$ cat config.mk
export PLATFORM = sky130hd
export DESIGN_NAME = seq_mult_param_flat
export DESIGN_NICKNAME = d
export VERILOG_FILES = /design/src/rtl/seq_mult_param_if.sv /design/src/rtl/seq_mult_param.sv /design/src/flat_wrapper.sv
export SDC_FILE = /design/constraint.sdc
export NUM_CORES = 1
export LEC_CHECK = 0
export BUFFER_PORTS_ARGS = -buffer_cell sky130_fd_sc_hd__buf_2
export CAP_MARGIN = 5
export CORE_MARGIN = 2
export CORE_UTILIZATION = 40
export CTS_CLUSTER_DIAMETER = 50
export CTS_CLUSTER_SIZE = 14
export DETAILED_ROUTE_END_ITERATION = 7
export PLACE_DENSITY = 0.55
export SLEW_MARGIN = 20
export SYNTH_ARGS = -nofsm -noshare
export SYNTH_HDL_FRONTEND = slang
export SYNTH_SLANG_ARGS = --single-unit
$ cat constraint.sdc
create_clock -name clock -period 2.75 [get_ports clock]
set_input_delay 0.4125 -clock clock [delete_from_list [all_inputs] [get_ports clock]]
set_output_delay 0.4125 -clock clock [all_outputs]
set_load 0.01 [all_outputs]
$ cat src/rtl/seq_mult_param_if.sv
// Handshake/operand bundle for seq_mult_param; signed_op exists only when MULT_SIGNED_EN is defined.
interface seq_mult_param_if #(
    parameter int L_WORD = 8
);
    logic                  start;
    logic [L_WORD-1:0]     word1;
    logic [L_WORD-1:0]     word2;
    logic [2*L_WORD-1:0]   product;
    logic                  ready;
    logic                  done;
`ifdef MULT_SIGNED_EN
    logic                  signed_op;

    modport master (output start, word1, word2, signed_op, input product, ready, done);
    modport slave  (input  start, word1, word2, signed_op, output product, ready, done);
`else
    modport master (output start, word1, word2, input product, ready, done);
    modport slave  (input  start, word1, word2, output product, ready, done);
`endif
endinterface

$ cat src/rtl/seq_mult_param.sv
// Sequential shift-and-add multiplier with trivial-operand shortcuts.
// Optional two's-complement mode is enabled by defining MULT_SIGNED_EN.
module seq_mult_param #(
    parameter int L_WORD = 8
) (
    input  logic             clock,
    input  logic             reset,
    seq_mult_param_if.slave  bus
);
    localparam int P_W = 2 * L_WORD;

    typedef enum logic [1:0] {IDLE, LOAD, MULT} state_t;

    state_t            state_q, state_d;
    logic [L_WORD-1:0] a_q, a_d;
    logic [L_WORD-1:0] b_q, b_d;
    logic [P_W-1:0]    mcand_q, mcand_d;
    logic [L_WORD-1:0] mplier_q, mplier_d;
    logic [P_W-1:0]    product_q, product_d;
    logic              done_q, done_d;
    logic              ready_q, ready_d;

    logic [L_WORD-1:0] mag1, mag2;
    logic [P_W-1:0]    acc;
    logic [P_W-1:0]    result;
    logic              finish;

`ifdef MULT_SIGNED_EN
    logic neg_q, neg_d;

    // Magnitude of the most negative value still fits, since it is held unsigned.
    always_comb begin
        mag1 = (bus.signed_op && bus.word1[L_WORD-1]) ? (~bus.word1 + L_WORD'(1)) : bus.word1;
        mag2 = (bus.signed_op && bus.word2[L_WORD-1]) ? (~bus.word2 + L_WORD'(1)) : bus.word2;
    end
`else
    assign mag1 = bus.word1;
    assign mag2 = bus.word2;
`endif

    // NOTE: every variable gets a default before the case, so no path leaves one unassigned and no latch is inferred.
    always_comb begin
        state_d   = state_q;
        a_d       = a_q;
        b_d       = b_q;
        mcand_d   = mcand_q;
        mplier_d  = mplier_q;
        product_d = product_q;
        done_d    = done_q;
        ready_d   = ready_q;
`ifdef MULT_SIGNED_EN
        neg_d     = neg_q;
`endif
        finish    = 1'b0;
        result    = '0;
        acc       = product_q + (mplier_q[0] ? mcand_q : '0);

        unique case (state_q)
            IDLE: begin
                // ready rises one edge after reset, so start is only seen once ready_q is set.
                ready_d = 1'b1;
                if (ready_q && bus.start) begin
                    a_d     = mag1;
                    b_d     = mag2;
`ifdef MULT_SIGNED_EN
                    neg_d   = bus.signed_op && (bus.word1[L_WORD-1] ^ bus.word2[L_WORD-1]);
`endif
                    done_d  = 1'b0;
                    ready_d = 1'b0;
                    state_d = LOAD;
                end
            end
            LOAD: begin
                if (a_q == '0 || b_q == '0) begin
                    finish = 1'b1;
                    result = '0;
                end else if (a_q == L_WORD'(1)) begin
                    finish = 1'b1;
                    result = P_W'(b_q);
                end else if (b_q == L_WORD'(1)) begin
                    finish = 1'b1;
                    result = P_W'(a_q);
                end else begin
                    mcand_d   = P_W'(a_q);
                    mplier_d  = b_q;
                    product_d = '0;
                    state_d   = MULT;
                end
            end
            MULT: begin
                product_d = acc;
                mplier_d  = mplier_q >> 1;
                mcand_d   = mcand_q << 1;
                if ((mplier_q >> 1) == '0) begin
                    finish = 1'b1;
                    result = acc;
                end
            end
            default: state_d = IDLE;
        endcase

        if (finish) begin
`ifdef MULT_SIGNED_EN
            product_d = neg_q ? (~result + P_W'(1)) : result;
`else
            product_d = result;
`endif
            done_d    = 1'b1;
            ready_d   = 1'b1;
            state_d   = IDLE;
        end
    end

    // NOTE: sequential state uses non-blocking assignments so all flops update together on the edge.
    always_ff @(posedge clock or posedge reset) begin
        if (reset) begin
            state_q   <= IDLE;
            a_q       <= '0;
            b_q       <= '0;
            mcand_q   <= '0;
            mplier_q  <= '0;
            product_q <= '0;
            done_q    <= 1'b0;
            ready_q   <= 1'b0;
`ifdef MULT_SIGNED_EN
            neg_q     <= 1'b0;
`endif
        end else begin
            state_q   <= state_d;
            a_q       <= a_d;
            b_q       <= b_d;
            mcand_q   <= mcand_d;
            mplier_q  <= mplier_d;
            product_q <= product_d;
            done_q    <= done_d;
            ready_q   <= ready_d;
`ifdef MULT_SIGNED_EN
            neg_q     <= neg_d;
`endif
        end
    end

    assign bus.product = product_q;
    assign bus.done    = done_q;
    assign bus.ready   = ready_q;
endmodule
$ cat src/flat_wrapper.sv
// flat-port wrapper written by rule: the top's interface ports become plain ports
module seq_mult_param_flat 
#(
    parameter int L_WORD = 8
)
  (clock, reset, bus_start, bus_word1, bus_word2, bus_product, bus_ready, bus_done);
  seq_mult_param_if #(.L_WORD(L_WORD)) bus_i ();
  input  logic clock;
  input  logic reset;
  input wire logic [$bits(bus_i.start)-1:0] bus_start;
  input wire logic [$bits(bus_i.word1)-1:0] bus_word1;
  input wire logic [$bits(bus_i.word2)-1:0] bus_word2;
  output wire logic [$bits(bus_i.product)-1:0] bus_product;
  output wire logic [$bits(bus_i.ready)-1:0] bus_ready;
  output wire logic [$bits(bus_i.done)-1:0] bus_done;
  assign bus_i.start = bus_start;
  assign bus_i.word1 = bus_word1;
  assign bus_i.word2 = bus_word2;
  assign bus_product = bus_i.product;
  assign bus_ready = bus_i.ready;
  assign bus_done = bus_i.done;
  seq_mult_param #(.L_WORD(L_WORD)) u_core (.clock(clock), .reset(reset), .bus(bus_i));
endmodule
# Yosys cells after proc, flatten, opt, wreduce, memory -nomap -nowiden

Index checks and enable logic that the tools add are counted.

Add/sub/neg operators: 1
Equality and inequality tests: 12
Mux-type cells: 36
Reduce and logical (&&, ||, !) cells: 15

Operator list:

| operator                                                                | number |
|---|---|
| 16-bit 2-to-1 mux                                                       | 11 |
| 16-bit one-hot mux with 2 select lines                                  | 3 |
| 8-bit 2-to-1 mux                                                        | 4 |
| 8-bit zero test                                                         | 3 |
| 16-bit adder                                                            | 1 |
| 8-bit by 1-bit == test with 1-bit output, second input constant         | 2 |
| 8-bit one-hot mux with 2 select lines                                   | 1 |
| 1-bit 2-to-1 mux                                                        | 10 |
| 2-bit 2-to-1 mux                                                        | 5 |
| 3-bit by 2-bit inequality test with 1-bit output, second input constant | 3 |
| 4-bit AND reduction                                                     | 2 |
| 2-bit inequality test, second input constant                            | 3 |
| 2-bit one-hot mux with 3 select lines                                   | 1 |
| 2-bit nonzero test                                                      | 3 |
| 5-bit AND reduction                                                     | 1 |
| 2-bit AND reduction                                                     | 2 |
| 3-bit by 1-bit inequality test with 1-bit output, second input constant | 1 |
| 3-bit nonzero test                                                      | 1 |
| 2-bit by 1-bit == test with 1-bit output, second input constant         | 1 |
| 2-bit == test, second input constant                                    | 1 |
| 2-bit zero test                                                         | 1 |
| 2-bit by 1-bit inequality test with 1-bit output, second input constant | 1 |
| 1-bit one-hot mux with 2 select lines                                   | 1 |
| 1-bit logical AND                                                       | 1 |
| 1-bit logical OR                                                        | 1 |

Flip-flop bits (word level): 60
Input bits: 19
Output and inout port bits: 18
Word-level logic and storage cells: 72

# Depth between registers and ports, before layout

Gate-level depths: netlist of run 1.

Depth in word-level cells: 7
Depth in mapped cells: 12
Mapped depth without buffers: 11

# Worst setup path before layout of run 1

OpenSTA, ideal clock, no wires.

Path type: reg-to-reg
Start: register u_core.mplier_q[0]
End: register u_core.product_q[12] (netlist: u_core.bus.product[12])
Setup time: 0.095 ns
Arrival time: 2.396 ns
Data required time: 2.655 ns
Path slack: 0.258 ns
Cell stages (with the launch flop): 13
Path buffers: 1
Period minus slack after synthesis: 2.492 ns
Path through: dfrtp_1 -> clkbuf_1 -> and2_1 -> ha_1 -> inv_1 -> fa_1 -> nor2b_1 -> o2111ai_1 -> a21oi_1 -> o32ai_1 -> o21ai_1 -> xnor2_1 -> o31ai_1

Cells in the longest elaborated chain, start to end: 5
Elaborated cells on any way between the ends: 6
Classes of those cells: add/sub (1); mux (5)

Ends and longest elaborated chain:

| what                                   | RTL line              | RTL |
|---|---|---|
| from (decl)                            | seq_mult_param.sv:18  | `logic [L_WORD-1:0] mplier_q, mplier_d;` |
| from (signal assigned)                 | seq_mult_param.sv:133 | `mplier_q <= mplier_d;` |
| 16-bit 2-to-1 mux *                    | seq_mult_param.sv:56  | `acc = product_q + (mplier_q[0] ? mcand_q : '0);` |
| 16-bit adder *                         | seq_mult_param.sv:56  |  |
| 16-bit 2-to-1 mux                      | seq_mult_param.sv:94  | `if ((mplier_q >> 1) == '0) begin` |
| 16-bit one-hot mux with 2 select lines | seq_mult_param.sv:58  | `unique case (state_q)` |
| 16-bit 2-to-1 mux *                    | seq_mult_param.sv:102 | `if (finish) begin` |
| to (signal assigned)                   | seq_mult_param.sv:134 | `product_q <= product_d;` |
| to (decl)                              | seq_mult_param.sv:19  | `logic [P_W-1:0] product_q, product_d;` |

Mark *: on every way between the ends. The rest lies on a longest branch, timed or not.
A chain may end at the register's enable or synchronous reset.

# Worst setup path after layout of run 1

Same ends and word-level chain as after synthesis.

==> flow_summary.toml, run 1 <==
[sta]
rsz0062_at_grt = "false"
setup_tns_ps = 0
max_freq_mhz = 396
min_period_ps = 2530
maxSlewHeadroom_pct = 46.3
finalMaxSlewViolations = 0
finalSetupViolCount = 0
tightest_slew_ps = 804
hold_viol_final = 0
fin_crit_sh_pct = 91.8
fin_ws_ps = 225
holdWs_ps = 138
fin_worst_skew_ps = 12.0

[synthesis]
async_flop_share_pct = 100
synth_nets = 394
postSynthCellCount = 356
synthTopCellsByArea = "dfrtp_1 (43%), ha_1 (6.5%), nand2_1 (5.9%), mux2_2 (5.2%), mux2i_1 (4.3%)"
synth_edf_count = 0
netlist_area_sq_mm = 0.00345
yosys_warnings = 0
synth_flop_cell = "dfrtp_1"
synth_top_area_share_pct = 43.5
ys_types = 45
avgSynthCellArea_sq_um = 9.70
ys_ff_latch = 60
synth.largest_area_cell = "dfrtp_1"
ys_seq_area_share_pct = 43.5

[power_and_ir_drop]
clockPowerShare_pct = 17.5
switchingPower_mw = 1.72
p_int_mw = 2.37
swShare_pct = 42.1
p_per_area_mw_per_mm2 = 1040
p_total_mw = 4.09
leakage_nw = 1.84
pwr-share-seq_pct = 38.2
combPwrFrac_pct = 44.3
ir_worst_vdd_mv = 0.474

[global_route]
grt_pass1_vias = 2660
grt_overflow = 0
grt.total_usage_pct = 17.6
antenna_found_initial = 0
grt_max_degree = 35
grt_pass1_wl_mm = 13.4

[worst_setup_path]
critical_path_required_ps = 3000
crit_type = "reg -> reg"
crit_path_end_kind = "flop"
crit_chain = "and2_1 -> ha_1 -> inv_1 -> fa_1 -> nor2b_1 -> o2111ai_1 -> a21oi_2 -> o32ai_1 -> o21ai_1 -> xnor2_1 -> o31ai_1"
rr_worst_depth = 11
path_depth = 11
cpLargestDelayFamily = "compound AO/OA/AOI/OAI gates"
r2r_slack_ps = 220
critPathMaxFanout = 6
start_kind = "flop"
critPathBufInv = 1
crit_arrival_ps = 2770
cp_slowest_cell = "dfrtp_1"
max_stage_delay_ps = 420

[drt]
wl_per_cell_um = 15.4
drtPass1Iterations = 4
final_antenna_net_count = 0
vias = 2690
postRouteWirelength_mm = 7.76
vias_per_cell = 5.35
drcViolationCount = 0
drt_iter0_drc = 132

[placed_design]
io_buffers = 36
placed_area_sq_mm = 0.00377
dp_cells = 487
dpl.hpwl_mm = 5.77
pre_cts_slack_ps = 247
place.gp.congestion = 0.879

[clock_tree]
cts_hold_buf = 0
cts_tree = "built"
cts.sinks = 60
postCtsSetupRepairBufs = 0
cts_buffers = 9
worstSkewPairLatency_ps = 350
cts_max_path_buffers = 2
h-tree-depth = 3
root_buffer = "clkbuf_8"
clk_pin_slew_ps = 80

[final_layout]
register_area_sq_mm = 0.00150
post-route-util_pct = 47.5
area_delta_synth_final_pct = 14.2
multi_input_area_sq_mm = 0.00185
fin_cells = 503
antenna-diode-count = 0
layout_common_cells = "dfrtp_1 (60), nand2_1 (54), buf_2 (36)"
drive_gt1_share_pct = 19.8
nets = 431
final_common_cell = "dfrtp_1"
stdcell_area_sq_mm = 0.00394
nFillCells = 799

[outcome]
status = "finished clean"

[floorplan]
ios = 37
start_util_pct = 41.6
die_height_um = 96.9
die_area_sq_mm = 0.00939
core_area_sq_mm = 0.00830
die_w_um = 96.9
fp-row-count = 33

[flow_run]
maxCapViolations = 0

[hold_path]
hold_class = "in -> async"
registers in the layout (all words and copies together) (netlist names):
signal and cells:
u_core.bus.ready 1, u_core.bus.done 1, u_core.bus.product 16, u_core.mcand_q 16, u_core.state_q 2, u_core.mplier_q 8, u_core.a_q 8, u_core.b_q 8
cell type report:
class,instances,area share [%]
tap,105,3.33
sequential,60,38.1
multi-input combinational,270,47.0
inverter,10,0.952
clock inverter,4,0.635
timing repair buffer,42,6.35
clock buffer,12,3.68
Yosys cell counts (2+ instances only):
cell type	number
nand2_1	54
o21bai_1	2
inv_1	10
clkbuf_1	12
nor4_1	3
a22o_1	7
xor2_1	4
nor3_1	3
dfrtp_1	60
nand4_1	2
o211ai_1	2
and2_1	15
and3_1	4
a31oi_1	3
a21oi_1	22
o31ai_1	4
mux2i_1	15
xnor2_1	9
o2111ai_1	2
ha_1	18
o21ai_0	30
nand3_1	5
buf_2	4
o2bb2ai_1	6
a22oi_1	5
a21o_1	8
nor2_1	14
mux2_2	16
routing by layer:
| layer | share of wire, % | global-route usage [%] | up-vias |
|---|---|---|---|
| met2 | 44 | 27.0 | 53 |
| li1 | - | - | 1347 |
| met4 | 1.6 | 6.50 | 0 |
| met3 | 3.1 | 3.18 | 10 |
| met1 | 52 | 25.0 | 1280 |
| met5 | 0 | 0 | - |
path summary, 6_finish.rpt:
kind | startpoint | end
worst max register to register | u_core.mplier_q[0]$_DFFE_PP0P_ | u_core.bus.product[12]$_DFFE_PP0P_
worst min-delay path | reset | u_core.mcand_q[14]$_DFFE_PP0P_
min in group clock | bus_word2[6] | u_core.b_q[6]$_DFFE_PP0P_
worst min register to register | u_core.mcand_q[15]$_DFFE_PP0P_ | u_core.mcand_q[15]$_DFFE_PP0P_
worst max-delay path | u_core.mplier_q[0]$_DFFE_PP0P_ | u_core.bus.product[12]$_DFFE_PP0P_
max in group asynchronous | reset | u_core.mcand_q[4]$_DFFE_PP0P_
logic make-up (layout without fill, tap and decap cells):
family / count (synthesis) / after routing / share of synthesized area [%]
AND/OR/NAND/NOR: 106 / 106 / 14.7
AO/OA/AOI/OAI: 101 / 101 / 18.9
flip-flops: 60 / 60 / 43.5
multiplexers: 31 / 31 / 9.57
buffers and inverters: 26 / 68 / 2.97
adder cells (fa/ha/maj): 19 / 19 / 7.10
XOR/XNOR: 13 / 13 / 3.30
timing repair:
item / 4_1_cts / 5_1_grt
hold endpoints to repair: 0 / 0
setup endpoints to repair: 0 / 1
gates resized for setup: 0 / 1
power by group through the flow:
stage          clock network [mW]  logic, mW  registers [mW]
3_3_place_gp                    0       1.80            1.58
5_1_grt                     0.773       2.06            1.62
6_report                    0.715       1.81            1.56
3_5_place_dp                    0       1.82            1.59
4_1_cts                     0.734       1.83            1.57
2_1_floorplan                   0       1.38            1.50
Note: power is estimated with default switching activity, not from simulation.
==> run 2: changes to the inputs <==
--- a/config.mk
+++ b/config.mk
@@ -7,12 +7,14 @@
 export LEC_CHECK = 0
 export BUFFER_PORTS_ARGS = -buffer_cell sky130_fd_sc_hd__buf_2
 export CAP_MARGIN = 5
+export CELL_PAD_IN_SITES_DETAIL_PLACEMENT = 1
+export CELL_PAD_IN_SITES_GLOBAL_PLACEMENT = 2
 export CORE_MARGIN = 2
-export CORE_UTILIZATION = 40
+export CORE_UTILIZATION = 37
 export CTS_CLUSTER_DIAMETER = 50
 export CTS_CLUSTER_SIZE = 14
 export DETAILED_ROUTE_END_ITERATION = 7
-export PLACE_DENSITY = 0.55
+export PLACE_DENSITY = 0.76
 export SLEW_MARGIN = 20
 export SYNTH_ARGS = -nofsm -noshare
 export SYNTH_HDL_FRONTEND = slang
==> flow_summary.toml, run 2 (same netlist as run 1, synthesis figures left out) <==
[outcome]
status = "finished clean"

[worst_setup_path]
r2r_slack_ps = 200
critPathMaxFanout = 5
critical_path_required_ps = 3000
reg2reg_from = "u_core.mplier_q[0]$_DFFE_PP0P_"
crit_arrival_ps = 2800
rr_worst_depth = 11
crit_type = "reg -> reg"
crit_path_end_kind = "flop"
r2r-end = "u_core.bus.product[12]$_DFFE_PP0P_"
start_kind = "flop"

[global_route]
grt.total_usage_pct = 18.7
grt_max_degree = 35
antenna_found_initial = 0
grt_pass1_vias = 2853
grt_overflow = 0
grt_pass1_wl_mm = 14.6

[power_and_ir_drop]
ir_worst_vdd_mv = 0.470
leakage_nw = 1.86
p_per_area_mw_per_mm2 = 1090

[drt]
wl_per_cell_um = 16.9
vias = 2748
postRouteWirelength_mm = 8.64
final_antenna_net_count = 0
drtPass1Iterations = 4
drt_iter0_drc = 122
drcViolationCount = 0
vias_per_cell = 5.39

[clock_tree]
cts_tree = "built"
cts_buffers = 9
clk_pin_slew_ps = 80
worstSkewPairLatency_ps = 350
h-tree-depth = 3
root_buffer = "clkbuf_8"
cts.sinks = 60
cts_max_path_buffers = 2

[final_layout]
nFillCells = 1027
post-route-util_pct = 43.7
layout_common_cells = "dfrtp_1 (60), nand2_1 (54), buf_2 (36)"
nets = 432
drive_gt1_share_pct = 20.6
fin_cells = 510
antenna-diode-count = 0
final_common_cell = "dfrtp_1"
area_delta_synth_final_pct = 15.8

[sta]
min_period_ps = 2550
finalSetupViolCount = 0
maxSlewHeadroom_pct = 46.9
hold_viol_final = 0
fin_crit_sh_pct = 92.6
max_freq_mhz = 393
tightest_slew_ps = 795
fin_worst_skew_ps = 14.6
rsz0062_at_grt = "true"
holdWs_ps = 137
finalMaxSlewViolations = 0
setup_tns_ps = 0
fin_ws_ps = 203

[floorplan]
start_util_pct = 37.7
fp-row-count = 35
die_area_sq_mm = 0.0101
core_area_sq_mm = 0.00915
die_w_um = 101
die_height_um = 101
ios = 37

[placed_design]
io_buffers = 36
pre_cts_slack_ps = 227
dpl.hpwl_mm = 6.51
place.gp.congestion = 0.842
dp_cells = 494

[hold_path]
hold_class = "in -> async"

[flow_run]
maxCapViolations = 0
## run 2: cell count changes in the layout (fill, tap and decap cells not counted), sizes merged
cell      delta
clkbuf       -3
bufinv       +2
buf          +1
clkinv       +1
clkinvlp     -1
inv          +1
## run 2: through the flow
| stage | instance area (sq um) | total power, mW |
|---|---|---|
| floorplan | 3450 | 2.89 |
| global placement | 3770 | 3.40 |
| detailed placement | 3770 | 3.47 |
| CTS | 4000 | 4.41 |
| global route | 4000 | 4.72 |
| finish | 4000 | 4.34 |
## run 2: final cells by class
class | count | area [sq um] | area share (%)
clock buffers | 9 | 124 | 3.10
clock inverters | 7 | 98.8 | 2.47
inverters | 10 | 37.5 | 0.939
multi-input cells | 270 | 1850 | 46.3
flip-flops and latches | 60 | 1500 | 37.5
well taps | 111 | 139 | 3.47
repair buffers | 43 | 245 | 6.13
## run 2: how the worst max path moves through the flow
stage,from,to,slack [ps],depth (start not counted)
detailed placement,u_core.mplier_q[0]$_DFFE_PP0P_,u_core.bus.product[12]$_DFFE_PP0P_,230,11
CTS,u_core.mplier_q[0]$_DFFE_PP0P_,u_core.bus.product[12]$_DFFE_PP0P_,190,11
finish,u_core.mplier_q[0]$_DFFE_PP0P_,u_core.bus.product[12]$_DFFE_PP0P_,200,11
global placement,u_core.mplier_q[0]$_DFFE_PP0P_,u_core.bus.product[12]$_DFFE_PP0P_,320,11
global route,u_core.mplier_q[0]$_DFFE_PP0P_,u_core.bus.product[15]$_DFFE_PP0P_,-3,11
floorplan,u_core.mplier_q[0]$_DFFE_PP0P_,u_core.bus.product[12]$_DFFE_PP0P_,260,12
## run 2: critical path, stage by stage, from the launching register on
cell,delay [ps]
dfrtp_1,420
and2_1,180
ha_1,200
inv_1,70
fa_1,220
nor2b_1,80
o2111ai_1,270
a21oi_2,120
o32ai_1,410
o21ai_1,150
xnor2_1,140
o31ai_1,190
## run 2: routing by layer
metal | vias to the layer above | wire [um] | share of wire [%] | global-route usage [%]
li1 | 1356 | - | - | -
met1 | 1341 | 4260 | 49 | 25.6
met2 | 41 | 3990 | 46 | 29.6
met3 | 10 | 228 | 2.6 | 3.61
met4 | 0 | 150 | 1.7 | 6.53
met5 | - | 0 | 0 | 0
## run 2: where the power goes
part           leakage, nW  internal, mW  switching, mW
Combinational        0.996         0.780           1.07
Clock                0.110         0.515          0.405
Sequential           0.758          1.23          0.347
## run 2: repair_timing
| item | CTS | global route |
|---|---|---|
| hold buffers | 0 | 0 |
| endpoints found under the setup margin | 0 | 2 |
| resized for setup | 0 | 2 |
| hold endpoints to repair | 0 | 0 |
| setup buffers | 0 | 0 |
==> run 3: changes to the inputs <==
--- a/config.mk
+++ b/config.mk
@@ -5,16 +5,18 @@
 export SDC_FILE = /design/constraint.sdc
 export NUM_CORES = 1
 export LEC_CHECK = 0
+export ABC_AREA = 1
 export BUFFER_PORTS_ARGS = -buffer_cell sky130_fd_sc_hd__buf_2
 export CAP_MARGIN = 5
 export CELL_PAD_IN_SITES_DETAIL_PLACEMENT = 1
 export CELL_PAD_IN_SITES_GLOBAL_PLACEMENT = 2
 export CORE_MARGIN = 2
-export CORE_UTILIZATION = 37
+export CORE_UTILIZATION = 34
 export CTS_CLUSTER_DIAMETER = 50
 export CTS_CLUSTER_SIZE = 14
 export DETAILED_ROUTE_END_ITERATION = 7
-export PLACE_DENSITY = 0.76
+export GPL_TIMING_DRIVEN = 1
+export PLACE_DENSITY = 0.78
 export SLEW_MARGIN = 20
 export SYNTH_ARGS = -nofsm -noshare
 export SYNTH_HDL_FRONTEND = slang
==> flow_summary.toml, run 3 <==
[floorplan]
die_w_um = 112
start_util_pct = 34.9
core_area_sq_mm = 0.0115
ios = 37
fp-row-count = 39
die_area_sq_mm = 0.0126
die_height_um = 112

[sta]
fin_crit_sh_pct = 87.3
finalSetupViolCount = 0
tightest_slew_ps = 577
min_period_ps = 2400
rsz0062_at_grt = "false"
max_freq_mhz = 417
fin_ws_ps = 350
setup_tns_ps = 0
hold_viol_final = 0
fin_worst_skew_ps = 7.70
maxSlewHeadroom_pct = 61.3
finalMaxSlewViolations = 0

[worst_setup_path]
crit_arrival_ps = 2680
critical_path_required_ps = 3030
crit_type = "reg -> reg"
start_kind = "flop"
critPathMaxFanout = 17
crit_path_end_kind = "flop"

[placed_design]
pre_cts_slack_ps = 329
place.gp.congestion = 0.896
placed_area_sq_mm = 0.00433
io_buffers = 36
dp_cells = 752
dpl.hpwl_mm = 9.20

[final_layout]
drive_gt1_share_pct = 13.6
nets = 658
final_common_cell = "nand2_1"
layout_common_cells = "nand2_1 (228), inv_1 (62), dfrtp_1 (60)"
antenna-diode-count = 0
area_delta_synth_final_pct = 16.2
fin_cells = 768
stdcell_area_sq_mm = 0.00465

[clock_tree]
h-tree-depth = 3
cts.sinks = 60
cts_hold_buf = 0
clk_pin_slew_ps = 60
cts_max_path_buffers = 2
cts_resized = 0
root_buffer = "clkbuf_16"
postCtsSetupRepairBufs = 0
cts_tree = "built"
cts_buffers = 9
worstSkewPairLatency_ps = 340

[global_route]
grt_max_degree = 29
grt_overflow = 0
grt_pass1_vias = 3827
grt_pass1_wl_mm = 19.5
grt.total_usage_pct = 19.8
antenna_found_initial = 0

[synthesis]
avgSynthCellArea_sq_um = 6.87
synth_nets = 620
synth.largest_area_cell = "dfrtp_1"
synth_top_area_share_pct = 37.5
synth_edf_count = 0
async_flop_share_pct = 100
ys_seq_area_share_pct = 37.5
synth_flop_cell = "dfrtp_1"
postSynthCellCount = 582
synthTopCellsByArea = "dfrtp_1 (38%), nand2_1 (21%), inv_1 (5.9%), ha_1 (5.6%), nand3_1 (4.4%)"
ys_types = 36
yosysMostFrequentCell = "nand2_1"
yosys_warnings = 0
netlist_area_sq_mm = 0.00400
ys_ff_latch = 60
yosys-top-cells-count = "nand2_1 (228), inv_1 (63), dfrtp_1 (60)"

[drt]
wl_per_cell_um = 15.2
postRouteWirelength_mm = 11.7
final_antenna_net_count = 0
drcViolationCount = 0
drt_iter0_drc = 150
vias = 3759
drtPass1Iterations = 4
vias_per_cell = 4.89

[power_and_ir_drop]
leakage_nw = 2.54
p_total_mw = 4.73
ir_worst_vdd_mv = 0.427
p_per_area_mw_per_mm2 = 1020

[hold_path]
hold_class = "in -> async"

[outcome]
status = "finished clean"

[flow_run]
maxCapViolations = 0
run 3: cell count changes after synthesis, sizes merged, moves of 15 or more:
cell   delta
o21ai    +25
nand2   +182
mux2     -16
nand3    +31
and2     -15
mux2i    -15
nor2     +25
inv      +59
run 3: per-stage QoR:
step | hold WS (ps) | util (%)
floorplan | 452 | -
global placement | 413 | 37.8
detailed placement | 421 | 37.8
CTS | 55.1 | 40.5
global route | 77.6 | 40.5
finish | 52.4 | 40.5
run 3: worst max-delay path: stages, from the launching register on:
cell     delay [ps]
dfrtp_1         640
nand2_1         100
inv_1            70
ha_1            200
inv_1            70
fa_1            420
inv_1           100
nand2_1          80
nand3_1         130
nand2_1         110
o21ai_0         180
nand2_1          70
nand2_1          70
nand2_1          40
nand2_1          60
run 3: logic make-up after synthesis:
group	after synthesis	synth area share, %
flip-flops	60	37.5
AO/OA/AOI/OAI	80	10.8
AND/OR/NAND/NOR	330	35.4
adder cells (fa/ha/maj)	19	6.13
buffers and inverters	87	8.79
XOR/XNOR	6	1.31
run 3: cell type report:
type / count / area (sq um)
Clock buffer: 10 / 229
Clock inverter: 6 / 88.8
Fill cell: 1501 / 6820
Inverter: 70 / 263
Multi-Input combinational cell: 435 / 2150
Sequential cell: 60 / 1500
Tap cell: 143 / 179
Timing Repair Buffer: 44 / 240
run 3: power by group:
| group | internal, mW | switching, mW | leakage [nW] |
|---|---|---|---|
| Combinational | 0.648 | 1.37 | 1.61 |
| Clock | 0.793 | 0.442 | 0.149 |
| Sequential | 1.19 | 0.286 | 0.782 |
| Total | 2.63 | 2.10 | 2.54 |
run 3: final timing paths:
path / endpoint / cells after the start / slack [ps] / start
hold / removal: u_core.state_q[0]$_DFFE_PP0P_ / 2 / 50 / reset
max in group asynchronous: u_core.mcand_q[1]$_DFFE_PP0P_ / 3 / 2050 / reset
setup / recovery: u_core.bus.product[10]$_DFFE_PP0P_ / 14 / 350 / u_core.mplier_q[0]$_DFFE_PP0P_
setup reg to reg: u_core.bus.product[10]$_DFFE_PP0P_ / 14 / 350 / u_core.mplier_q[0]$_DFFE_PP0P_
min in group clock: u_core.b_q[2]$_DFFE_PP0P_ / 3 / 270 / bus_word2[2]
hold reg to reg: u_core.bus.done$_DFFE_PP0P_ / 2 / 470 / u_core.bus.done$_DFFE_PP0P_
run 3: routing by layer:
layer	track usage, %	share of wire [%]	wire length [um]	vias up
met5	0	0	0	-
met4	6.18	0.69	81	0
met3	3.67	2.7	317	7
met2	33.7	49	5680	44
met1	25.6	48	5590	1789
li1	-	-	-	1919
